**config.mk**
```make
export PLATFORM = sky130hd
export DESIGN_NAME = block_emitter
export DESIGN_NICKNAME = d
export VERILOG_FILES = /design/src/rtl/block_emitter.sv
export SDC_FILE = /design/constraint.sdc
export NUM_CORES = 1
export LEC_CHECK = 0
export CORE_MARGIN = 3
export CORE_UTILIZATION = 23
export DETAILED_ROUTE_END_ITERATION = 16
export DONT_BUFFER_PORTS = 1
export PLACE_DENSITY = 0.43
export SETUP_SLACK_MARGIN = 0.02
export SLEW_MARGIN = 20
export SYNTH_ARGS = -nofsm -noshare
export SYNTH_HDL_FRONTEND = slang
export SYNTH_SLANG_ARGS = --single-unit
```
**constraint.sdc**
```tcl
create_clock -name clk -period 1.98 [get_ports clk]
set_input_delay 0.297 -clock clk [delete_from_list [all_inputs] [get_ports clk]]
set_output_delay 0.297 -clock clk [all_outputs]
set_load 0.005 [all_outputs]
```
**src/rtl/block_emitter.sv**
```systemverilog
// Streams the ASCII words "begin " / "end " one character per handshake while tracking nesting depth.
// Optional auto-close (emit "end " until depth reaches zero) is built only with BLOCK_EMITTER_AUTO_CLOSE_EN.
module block_emitter #(
  parameter int DEPTH_W = 8
) (
  input  logic               clk,
  input  logic               reset,
  input  logic               cmd_valid,
  input  logic               cmd_op,
  output logic               cmd_ready,
  input  logic               flush,
  output logic               out_valid,
  output logic [7:0]         out_char,
  input  logic               out_ready,
  output logic [DEPTH_W-1:0] depth,
  output logic               err,
  output logic               balanced
);

  typedef enum logic [1:0] {IDLE, WORD, SEP} state_t;

  localparam logic [DEPTH_W-1:0] DEPTH_MAX = '1;
  localparam logic [DEPTH_W-1:0] DEPTH_ONE = DEPTH_W'(1);

  state_t             state, state_nxt;
  logic               op, op_nxt;
  logic [2:0]         idx, idx_nxt;
  logic [DEPTH_W-1:0] depth_nxt;
  logic               err_nxt;
  logic               auto_start;
  logic               start;
  logic               start_op;
  logic               last;

  function automatic logic [7:0] begin_char(input logic [2:0] i);
    case (i)
      3'd0:    return 8'h62;
      3'd1:    return 8'h65;
      3'd2:    return 8'h67;
      3'd3:    return 8'h69;
      3'd4:    return 8'h6E;
      default: return 8'h00;
    endcase
  endfunction

  function automatic logic [7:0] end_char(input logic [2:0] i);
    case (i)
      3'd0:    return 8'h65;
      3'd1:    return 8'h6E;
      3'd2:    return 8'h64;
      default: return 8'h00;
    endcase
  endfunction

`ifdef BLOCK_EMITTER_AUTO_CLOSE_EN
  logic flushing, flushing_nxt;

  // Once started, a flush keeps issuing internal "end" words even if the flush input drops.
  assign auto_start = (state == IDLE) && (depth != '0) && (flushing || flush);

  always_comb begin
    flushing_nxt = flushing;
    if (auto_start)
      flushing_nxt = 1'b1;
    else if (state == IDLE)
      flushing_nxt = 1'b0;
  end

  always_ff @(posedge clk or posedge reset) begin
    if (reset) flushing <= 1'b0;
    else       flushing <= flushing_nxt;
  end
`else
  logic unused_flush;
  assign unused_flush = flush;
  assign auto_start   = 1'b0;
`endif

  assign cmd_ready = (state == IDLE) && !auto_start;
  assign start     = auto_start || (cmd_valid && cmd_ready);
  assign start_op  = auto_start ? 1'b1 : cmd_op;
  assign last      = op ? (idx == 3'd2) : (idx == 3'd4);

  assign out_valid = (state != IDLE);
  assign balanced  = (depth == '0) && !err;

  always_comb begin
    out_char = 8'h00;
    case (state)
      WORD:    out_char = op ? end_char(idx) : begin_char(idx);
      SEP:     out_char = 8'h20;
      default: out_char = 8'h00;
    endcase
  end

  always_comb begin
    state_nxt = state;
    op_nxt    = op;
    idx_nxt   = idx;
    depth_nxt = depth;
    err_nxt   = err;
    case (state)
      IDLE: begin
        if (start) begin
          op_nxt    = start_op;
          idx_nxt   = 3'd0;
          state_nxt = WORD;
          // Out-of-range commands are still emitted; only the counter saturates and err latches.
          if (!start_op) begin
            if (depth == DEPTH_MAX) err_nxt = 1'b1;
            else                    depth_nxt = depth + DEPTH_ONE;
          end else begin
            if (depth == '0) err_nxt = 1'b1;
            else             depth_nxt = depth - DEPTH_ONE;
          end
        end
      end
      WORD: begin
        if (out_ready) begin
          if (last) state_nxt = SEP;
          else      idx_nxt   = idx + 3'd1;
        end
      end
      SEP: begin
        if (out_ready) state_nxt = IDLE;
      end
      default: state_nxt = IDLE;
    endcase
  end

  always_ff @(posedge clk or posedge reset) begin
    if (reset) begin
      state <= IDLE;
      op    <= 1'b0;
      idx   <= 3'd0;
      depth <= '0;
      err   <= 1'b0;
    end else begin
      state <= state_nxt;
      op    <= op_nxt;
      idx   <= idx_nxt;
      depth <= depth_nxt;
      err   <= err_nxt;
    end
  end

endmodule

```
Yosys cells after proc, flatten, opt, wreduce, memory -nomap -nowiden. Cells that the tools add are included.

Muxes and demuxes: 20. Divide/modulo/power cells: 0. Bitwise operators: 0. $mul: 0. $lt $le $gt $ge: 0. Shift-type cells: 0. Reductions and logical operators: 14. Add/subtract/negate cells: 3. Equal/unequal tests: 15.

Operator list (count): 7-bit case mux with 5 select lines (1); 8-bit two-way mux (4); 7-bit case mux with 3 select lines (1); 8-bit case mux with 2 select lines (1); 4-bit AND reduction (4); 2-bit != test (second input constant) (6); 3-bit two-way mux (3); 8-bit by 1-bit adder with 8-bit output (second input constant) (1); 8-bit == test (second input constant) (1); 8-bit zero test (1); 2-bit two-way mux (4); 8-bit by 1-bit subtractor with 8-bit output (second input constant) (1); 3-bit by 2-bit == test with 1-bit output (second input constant) (2); 2-bit case mux with 3 select lines (1); 3-bit case mux with 2 select lines (1); 2-bit nonzero test (3); 1-bit two-way mux (4); 2-bit by 1-bit != test with 1-bit output (second input constant) (2); 3-bit by 1-bit adder with 3-bit output (second input constant) (1); 3-bit by 1-bit == test with 1-bit output (second input constant) (1); 3-bit == test (second input constant) (1); 3-bit zero test (1); 2-bit by 1-bit == test with 1-bit output (second input constant) (1); 2-bit == test (second input constant) (1); 4 further kinds (5).

Bits in read-only memories: 0. Input bits: 6. Bits in latches: 0. Word-level logic and storage cells: 57. Memories kept: 0. Memory bits (writable): 0. Register bits after elaboration: 15.

Depth between registers and ports, before layout. Gate-level depths: netlist (run 1).

Word-level depth: 5. Gate-level depth with buffers: 7. Depth with buffers taken out: 7.

Least setup slack after synthesis (run 1). OpenSTA, ideal clock, no wires.

Kind: reg-to-reg. From: register depth[2]. To: register depth[6]. Buffers on the path: 0. Period minus slack after synthesis: 1735 ps. Data required time: 1885 ps. Slack: 245 ps. Arrival time: 1639 ps. Setup time: 95 ps. Cell stages (with the launch flop): 7. Cells stage by stage: dfrtp_1 > ha_1 > nor2b_1 > o31a_1 > o21a_1 > o21a_1 > o31ai_1.

Longest elaborated chain between the ends: 3. Elaborated cells between the ends (all ways): 10. Classes of those cells: 2 x add/sub; 3 x eq/ne; 3 x mux; 2 x reduce/logical.

RTL lines: from (decl) (RTL line 15) `output logic [DEPTH_W-1:0] depth,`; from (signal assigned) (RTL line 142) `depth <= depth_nxt;`; 8-bit by 1-bit adder with 8-bit output (tied with other cells) (RTL line 111) `else depth_nxt = depth + DEPTH_ONE;`; 8-bit two-way mux (tied with other cells) (RTL line 110) `if (depth == DEPTH_MAX) err_nxt = 1'b1;`; 8-bit two-way mux / 4-bit AND reduction (equally long branches).

Parallel ways exist; a longest one is shown, timed or not. The select of a mux whose other input is x is not followed. A chain may end at the register's enable or synchronous reset.

Final worst setup path (run 1).
From: register idx[0]. To: output port out_char[0].

Longest elaborated chain between the ends: 4. Elaborated cells between the ends (all ways): 9. Classes of those cells: 4 x eq/ne; 4 x mux; 1 x reduce/logical.

RTL lines: from (decl) (RTL line 27) `logic [2:0] idx, idx_nxt;`; from (signal assigned) (RTL line 141) `idx <= idx_nxt;`; 3-bit == test (tied with other cells) (RTL line 36) `case (i)`; 7-bit case mux with 5 select lines / 7-bit case mux with 3 select lines (equally long branches) (RTL line 36, 47); 8-bit two-way mux (*) (RTL line 90) `WORD: out_char = op ? end_char(idx) : begin_char(idx);`; 8-bit case mux with 2 select lines (*) (RTL line 89) `case (state)`; to (decl) (RTL line 13) `output logic [7:0] out_char,`.

Every way passes the cells marked *; elsewhere a longest branch is shown, timed or not.

==> results of run 1 <==
-- kinds of logic after synthesis --
| group | after synthesis | synth area share |
|---|---|---|
| adder cells (fa/ha/maj) | 15 | 0.1554 |
| AO/OA/AOI/OAI | 43 | 0.2410 |
| buffers and inverters | 16 | 0.06772 |
| flip-flops | 15 | 0.2988 |
| AND/OR/NAND/NOR | 44 | 0.1753 |
| XOR/XNOR | 5 | 0.03487 |
| other | 1 | 0.002985 |
| multiplexers | 3 | 0.02391 |
-- placed cells by master (no fill, tap or decap), types with 2 or more instances in the layout --
| master | instances |
|---|---|
| o22ai_1 | 2 |
| nand2_1 | 19 |
| inv_1 | 11 |
| o21bai_1 | 3 |
| conb_1 | 2 |
| clkbuf_8 | 3 |
| a21o_1 | 3 |
| dfrtp_1 | 12 |
| dfrtp_2 | 3 |
| o21ai_0 | 2 |
| a211oi_2 | 3 |
| nor2_2 | 2 |
| or4_4 | 2 |
| o21a_1 | 3 |
| buf_4 | 8 |
| mux2i_1 | 3 |
| o21ai_2 | 4 |
| a21oi_1 | 12 |
| xor2_1 | 3 |
| ha_1 | 11 |
| nor3_1 | 4 |
| nor2_1 | 5 |
| ha_4 | 3 |
| nand3_1 | 3 |
| xnor2_1 | 2 |
| nor2b_1 | 2 |
-- metal layers --
layer | routed length, um | vias to the layer above
met5 | 0 | -
met4 | 44 | 0
met3 | 228 | 4
met2 | 1377 | 27
met1 | 1238 | 487
li1 | - | 516
-- sequential cells by signal (all words and copies together), names as in the netlist --
register  count
depth         8
err           1
idx           3
op            1
state         2
-- stage by stage --
step	worst slack, ns	instance area, um^2
after global routing	-0.04470	1485
final	0.05884	1485
after global placement	0.1138	1353
after detailed placement	0.1072	1353
after floorplan	0.2454	1260
after CTS	0.02116	1398
-- final cells by class --
type | count | area (um^2)
fill | 571 | 3720
multi-input combinational | 112 | 868.3
sequential | 15 | 379.1
tap | 70 | 87.58
timing repair buffer | 8 | 60.06
clock buffer | 4 | 45.04
inverter | 12 | 45.04
-- path summary, 6_finish.rpt --
kind                                             end            startpoint  cells past startpoint
worst max register to register  depth[6]$_DFFE_PP0P_  depth[2]$_DFFE_PP0P_                      6
worst max-delay path                     out_char[0]    idx[0]$_DFFE_PP0P_                      6
worst min-delay path            depth[1]$_DFFE_PP0P_                 reset                      1
min in group clk                      op$_DFFE_PP0P_                cmd_op                      2
worst min register to register  state[1]$_DFFE_PP0P_  state[1]$_DFFE_PP0P_                      1
max in group asynchronous         idx[1]$_DFFE_PP0P_                 reset                      1
-- power by group through the flow --
stage               Combinational (mW)  Clock, mW  Sequential, mW
global route                      1.67      0.279           0.678
detailed placement                1.39          0           0.637
global placement                  1.36          0           0.629
CTS                               1.39      0.262           0.635
floorplan                         1.10          0           0.596
finish                            1.46      0.250           0.646
-- what timing repair did --
action / CTS / global route
setup endpoints to repair: 0 / 7
gates resized for setup: 0 / 18
buffers inserted: 0 / 2
==> impl_summary.txt, run 1 <==
----------------------------------------------------
[Power]
  Power Dens Cells ... 1584 nW/um^2
  Power spent charging and discharging nets ... 1.093 mW
  Sequential share of power ... 0.275
  Peak ir drop on the vdd network ... 0.5253 mV
  Fraction of power spent switching nets ... 0.4646
  Clock network fraction of total power ... 0.106
  Internal Dissipation ... 1.260 mW
  Leakage power total ... 0.6302 nW
  Overall Power ... 2.353 mW
  Comb pwr share ... 0.619

[Drt]
  Detailed-routing iteration count for the pre-antenna-repair pass ... 4
  Vias/cell ... 4.679
  Starting DRC count in detailed routing ... 18
  Number of nets with antenna violations after detailed routing ... 0
  DR DRC count ... 0
  Mean routed wirelength per cell ... 13.08 um
  Total length of routed wires ... 2890 um
  Overall via count from detail_route ... 1034

[Clocking]
  Clock transition at the registers of the reported paths ... 0.06 ns
  Sink Count ... 15
  Clock tree from TritonCTS ... built
  Cell chosen for the clock root ... clkbuf_8
  Number of hold-repair buffers added at the cts stage ... 0
  Worst-case clock buffer depth ... 2
  Htree depth ... 1
  Inserted Clock Buffers ... 3
  Clock insertion delay at the later pin of the skew report ... 0.25 ns

[STA]
  Slew headroom ... 0.6109
  RSZ-0062 raised after global routing ... yes
  Max Clk Rate ... 0.5205 GHz
  Worst slew pin tran ... 0.5830 ns
  Period utilisation layout ... 0.9703
  Minimum hold slack ... -0.005258 ns
  Number of max-slew violations in the final report ... 0
  Fin. Hold Viols ... 8
  Worst-case clock skew ... 0.002433 ns
  Final setup TNS ... 0 ns
  Fin crit period ... 1.921 ns
  Number of failing setup endpoints in the final timing report ... 0

[Setup path]
  Critical path fanouts, max ... 3
  Required time of the worst setup path ... 1.68 ns
  Sort of element at the end of the critical path ... output port
  Arrival time of the worst setup path ... 1.62 ns
  Critical path buffers and inverters ... 0
  Delay contributed by the slowest stage of the critical path ... 0.43 ns
  Cell repeated most along the worst path ... ha_4
  Setup CP Type ... reg2out
  Startpoint Class ... flip-flop
  R2R Setup Slk ... 0.18 ns
  Chain of cells forming the critical path ... ha_4 > ha_4 > a211oi_2 > o21ai_1 > a32oi_1 > nor2_1
  Slowest-stage cell, CP ... dfrtp_1
  Top Family by Delay on Critical Path ... compound AO/OA/AOI/OAI gates

[Synth]
  Number of synthesized flops with an enable pin ... 0
  Leading area contributor after synthesis ... dfrtp_1
  Unique masters post-synth ... 39
  Netlist area before placement ... 1256 um^2
  Seq/Total Area, Yosys ... 0.2988
  Synth async-reset ratio ... 1.000
  Area fraction of the dominant cell type after synthesis ... 0.2988
  Most used DFF post-synth ... dfrtp_1
  Cell count after synthesis ... 142
  Most frequent cell after synthesis ... nand2_1
  Post-synthesis sequential element count ... 15
  Cell types occupying the most area after synthesis ... dfrtp_1, ha_1, nand2_1
  Average cell area after synthesis ... 8.847 um^2
  Yosys warns ... 0
  Most frequent cells after synthesis ... nand2_1, dfrtp_1, ha_1, a21oi_1, inv_1

[Final layout]
  Post-route core utilization ... 0.2853
  Post-layout instance count excluding filler cells ... 221
  Number of antenna cells inserted ... 0
  Fraction of layout instances using a drive strength above 1 ... 0.2318
  Net count reported at finish ... 173
  Area growth from synthesis to layout ... 18.23%

[Global route]
  Global Route Usage Sum ... 0.09650
  Global Route met1 Usage ... 0.1107
  Global-route met3 utilization ... 0.03047
  Antenna violations before repair ... 0
  Vias in the first global route ... 1071
  GR Overflow Total ... 0
  Global-route wire length before repair ... 4926 um
  Pin count of the biggest net entering global routing ... 16
  Met2 Usage GRT ... 0.1614
  Global routing's busiest layer ... met2

[Placed design]
  Port Buf Inserts ... 0
  Final HPWL from detailed placement ... 2351 um
  Cell Count Post-Placement ... 215
  RD Place Congestion ... 0.7796

[Min path]
  Worst hold-check path type ... in2async

[Status]
  Outcome ... complete, but fails checks
  Violated checks ... negative hold slack

[Job]
  Maximum capacitance violations ... 0

[Die]
  Starting density of the core ... 0.2413
  Row count ... 26
  Height of the die ... 79.91 um
  Die W ... 79.91 um
  Core Region ... 5205 um^2
  Number of primary I/O pins ... 26
  Overall die area ... 6385 um^2

----------------------------------------------------
Note: power is estimated with default switching activity, not from simulation.
==> run 2, diff against run 1 <==
--- a/config.mk
+++ b/config.mk
@@ -5,11 +5,12 @@
 export SDC_FILE = /design/constraint.sdc
 export NUM_CORES = 1
 export LEC_CHECK = 0
+export ABC_AREA = 1
 export CORE_MARGIN = 3
-export CORE_UTILIZATION = 23
+export CORE_UTILIZATION = 45
 export DETAILED_ROUTE_END_ITERATION = 16
 export DONT_BUFFER_PORTS = 1
-export PLACE_DENSITY = 0.43
+export PLACE_DENSITY = 0.67
 export SETUP_SLACK_MARGIN = 0.02
 export SLEW_MARGIN = 20
 export SYNTH_ARGS = -nofsm -noshare
==> run 2 against run 1 <==
Compared with the run above:
- the flow now finishes without violations
- die area is 44% lower
- global-route usage up 6.5 points
- sequential share of layout area rose by 1.8 points
- total power fell by 8.6%
- clock power shrank 32%
- non-clock buffer count is 5 lower
- setup slack better by 0.084 ns
- worst hold slack improved by 0.23 ns
- clock-buffer cell count unchanged
- utilization increased by 24 points
- flip-flop and latch count is the same
==> impl_summary.txt, run 2 <==
----------------------------------------------------
[Setup path]
  Arrival time of the worst setup path ... 1.54 ns (was 1.62 ns)
  Startpoint of the most critical register-to-register path ... state[0]$_DFFE_PP0P_ (was depth[2]$_DFFE_PP0P_)
  R2R Setup Slk ... 0.30 ns (was 0.18 ns)
  Startpoint Class ... flip-flop (unchanged)
  Setup CP Type ... reg2out (unchanged)
  Required time of the worst setup path ... 1.68 ns (about the same)
  CP endpoint ... out_char[5] (was out_char[0])
  Delay contributed by the slowest stage of the critical path ... 0.41 ns (was 0.43 ns)
  Slowest-stage cell, CP ... dfrtp_1 (unchanged)
  Sort of element at the end of the critical path ... output port (unchanged)
  Destination of the worst register-to-register timing path ... depth[5]$_DFFE_PP0P_ (was depth[6]$_DFFE_PP0P_)
  Chain of cells forming the critical path ... inv_1 > ha_1 > inv_1 > a21oi_2 > o21ai_2 > o21ai_0 (was ha_4 > ha_4 > a211oi_2 > o21ai_1 > a32oi_1 > nor2_1)
  Cell repeated most along the worst path ... inv_1 (was ha_4)
  Critical path fanouts, max ... 4 (was 3)
  Depth of the worst register-to-register path ... 8 (was 6)
  Crit path launch ... idx[0]$_DFFE_PP0P_ (unchanged)

[Die]
  Overall die area ... 3570 um^2 (was 6385 um^2)
  Core Region ... 2613 um^2 (was 5205 um^2)
  Starting density of the core ... 0.4976 (was 0.2413)
  Number of primary I/O pins ... 26 (unchanged)
  Height of the die ... 59.75 um (was 79.91 um)
  Die W ... 59.75 um (was 79.91 um)
  Row count ... 18 (was 26)

[Drt]
  Mean routed wirelength per cell ... 11.34 um (was 13.08 um)
  DR WL met2 ... 1216 um (was 1377 um)
  Topmost layer with routed signal wires ... met4 (unchanged)
  Amount of wire on met3 after detailed routing ... 187 um (was 228 um)
  DR DRC count ... 0 (unchanged)
  Starting DRC count in detailed routing ... 57 (was 18)
  Vias/cell ... 5.074 (was 4.679)
  Overall via count from detail_route ... 1167 (was 1034)
  Detailed-routing iteration count for the pre-antenna-repair pass ... 4 (unchanged)
  Number of nets with antenna violations after detailed routing ... 0 (unchanged)
  Wire length on met1 ... 1192 um (was 1238 um)
  Total length of routed wires ... 2609 um (was 2890 um)

[Placed design]
  Final HPWL from detailed placement ... 2122 um (was 2351 um)
  Port Buf Inserts ... 0 (unchanged)
  RD Place Congestion ... 0.7761 (was 0.7796)

[Synth]
  Cell types occupying the most area after synthesis ... dfrtp_1, nand2_1, ha_1 (was dfrtp_1, ha_1, nand2_1)
  Most frequent cells after synthesis ... nand2_1, inv_1, nor2_1, dfrtp_1, ha_1 (was nand2_1, dfrtp_1, ha_1, a21oi_1, inv_1)
  Cell count after synthesis ... 195 (was 142)
  Synth async-reset ratio ... 1.000 (unchanged)
  Average cell area after synthesis ... 6.667 um^2 (was 8.847 um^2)
  Unique masters post-synth ... 23 (was 39)
  Area fraction of the dominant cell type after synthesis ... 0.2887 (was 0.2988)
  Netlist area before placement ... 1300 um^2 (was 1256 um^2)
  Leading area contributor after synthesis ... dfrtp_1 (unchanged)
  Most used DFF post-synth ... dfrtp_1 (unchanged)
  Number of synthesized flops with an enable pin ... 0 (unchanged)
  Post-synthesis sequential element count ... 15 (unchanged)
  Most frequent cell after synthesis ... nand2_1 (unchanged)
  Seq/Total Area, Yosys ... 0.2887 (was 0.2988)
  Yosys warns ... 0 (unchanged)

[STA]
  Worst-case clock skew ... 0.009080 ns (was 0.002433 ns)
  Worst slew pin tran ... 0.5781 ns (was 0.5830 ns)
  Fin crit period ... 1.837 ns (was 1.921 ns)
  Period utilisation layout ... 0.9280 (was 0.9703)
  Number of max-slew violations in the final report ... 0 (unchanged)
  Number of failing setup endpoints in the final timing report ... 0 (unchanged)
  Max Clk Rate ... 0.5442 GHz (was 0.5205 GHz)
  Slew headroom ... 0.6141 (was 0.6109)
  RSZ-0062 raised after global routing ... no (was yes)
  Fin. Hold Viols ... 0 (was 8)
  Final setup TNS ... 0 ns (unchanged)

[Final layout]
  Largest registers in the final layout ... depth: 8 flops, idx: 3 flops, state: 2 flops (unchanged)
  Sequential cell area ... 375.4 um^2 (was 379.1 um^2)
  Number of antenna cells inserted ... 0 (unchanged)
  Footprint of the multi-input gates ... 789.5 um^2 (was 868.3 um^2)
  Flip-flop count of the largest register, all copies and words added ... 8 (unchanged)
  Net count reported at finish ... 222 (was 173)
  Fraction of layout instances using a drive strength above 1 ... 0.07500 (was 0.2318)
  Most frequent standard cell in the layout excluding fill and tap cells ... nand2_1 (unchanged)
  Largest register by flop count ... depth (unchanged)
  Fillers ... 260 (was 571)
  Area growth from synthesis to layout ... 5.679% (was 18.23%)
  Most used cells in the layout excluding fill and tap cells ... nand2_1, inv_1, nor2_1 (was nand2_1, a21oi_1, dfrtp_1)

[Job]
  Maximum capacitance violations ... 0 (unchanged)

[Global route]
  Vias in the first global route ... 1094 (was 1071)
  Global Route Usage Sum ... 0.1610 (was 0.09650)
  GR Overflow Total ... 0 (unchanged)
  Global-route wire length before repair ... 4574 um (was 4926 um)
  Pin count of the biggest net entering global routing ... 16 (unchanged)
  Antenna violations before repair ... 0 (unchanged)

[Power]
  Comb pwr share ... 0.620 (was 0.619)
  Overall Power ... 2.150 mW (was 2.353 mW)
  Power spent charging and discharging nets ... 1.111 mW (was 1.093 mW)
  Peak ir drop on the vdd network ... 0.8406 mV (was 0.5253 mV)
  Power Dens Cells ... 1565 nW/um^2 (was 1584 nW/um^2)
  Fraction of power spent switching nets ... 0.5169 (was 0.4646)
  Leakage power total ... 0.8025 nW (was 0.6302 nW)
  Sequential share of power ... 0.301 (was 0.275)
  Clock network fraction of total power ... 0.079 (was 0.106)
  Internal Dissipation ... 1.039 mW (was 1.260 mW)

[Clocking]
  Cell chosen for the clock root ... clkbuf_4 (was clkbuf_8)
  Clock insertion delay at the later pin of the skew report ... 0.28 ns (was 0.25 ns)
  Htree depth ... 1 (unchanged)
  Clock tree from TritonCTS ... built (unchanged)
  Clock transition at the registers of the reported paths ... 0.09 ns (was 0.06 ns)
  Worst-case clock buffer depth ... 2 (unchanged)
  Inserted Clock Buffers ... 3 (unchanged)
  Sink Count ... 15 (unchanged)

[Min path]
  Hold path startpoint ... cmd_valid
  Worst hold-check path type ... in2reg (was in2async)
  Depth of the worst hold-timing path ... 2

[Status]
  Outcome ... finished clean (was complete, but fails checks)

----------------------------------------------------
## run 2: how the worst min path moves through the flow
| stage | endpoint | slack (ns) |
|---|---|---|
| 2_1_floorplan | depth[0]$_DFFE_PP0P_ | 0.20 |
| 3_3_place_gp | depth[0]$_DFFE_PP0P_ | 0.27 |
| 3_5_place_dp | depth[0]$_DFFE_PP0P_ | 0.28 |
| 4_1_cts | op$_DFFE_PP0P_ | 0.22 |
| 5_1_grt | op$_DFFE_PP0P_ | 0.24 |
| 6_report | op$_DFFE_PP0P_ | 0.22 |
## run 2: timing repair
| action | in CTS | in global routing |
|---|---|---|
| endpoints found under the hold margin | 15 | 0 |
| setup endpoints to repair | 1 | 3 |
| gates resized for setup | 1 | 1 |
| hold buffers | 1 | 0 |
| setup buffers | 0 | 2 |
| cloned | 0 | 0 |
## run 2: final cells by class
cell class              count  share of cell area
flip-flops and latches     15              0.2732
well taps                  30             0.02732
clock buffers               4             0.01913
multi-input cells         146              0.5747
repair buffers              3             0.01821
inverters                  32             0.08743
## run 2: kinds of logic (layout without fill, tap and decap cells)
family / count (synthesis) / count (layout) / synth area share
and+or+nand+nor: 107 / 107 / 0.3397
AOI/OAI and AO/OA: 19 / 19 / 0.08566
xor gates and xnor gates: 3 / 3 / 0.02022
adders and majority gates: 15 / 15 / 0.1501
DFF: 15 / 15 / 0.2887
other: 1 / 2 / 0.002885
buffers and inverters: 35 / 39 / 0.1126
## run 2: metrics by stage
stage / worst slack (ns) / instance area [um^2] / std cells / utilization / hold WS [ns]
finish: 0.1426 / 1374 / 230 / 0.5259 / 0.2247
global route: 0.01335 / 1374 / 230 / 0.5259 / 0.2414
CTS: 0.08686 / 1355 / 228 / 0.5187 / 0.2224
detailed placement: 0.3155 / 1315 / 223 / 0.5034 / 0.2792
global placement: 0.3506 / 1315 / 223 / 0.5034 / 0.2718
floorplan: 0.4875 / 1304 / 196 / - / 0.1985
## run 2: critical path, delay by kind of cell, from the launching register on
kind / cells / cell delay (ns)
flip-flops: 1 / 0.41
AO/OA/AOI/OAI: 3 / 0.53
buffers and inverters: 2 / 0.16
adder cells (fa/ha/maj): 1 / 0.15
## run 2: metal layers
metal / GRT usage / up-vias
li1: - / 607
met1: 0.2021 / 524
met2: 0.2793 / 33
met3: 0.04752 / 3
met4: 0.01899 / 0
met5: 0 / -
## run 2: power by group through the flow
stage          Sequential (mW)  Clock (mW)  Combinational [mW]
5_1_grt                  0.670       0.193                1.59
3_3_place_gp             0.648           0                1.25
6_report                 0.646       0.170                1.33
3_5_place_dp             0.657           0                1.29
4_1_cts                  0.651       0.177                1.31
2_1_floorplan            0.598           0                1.10
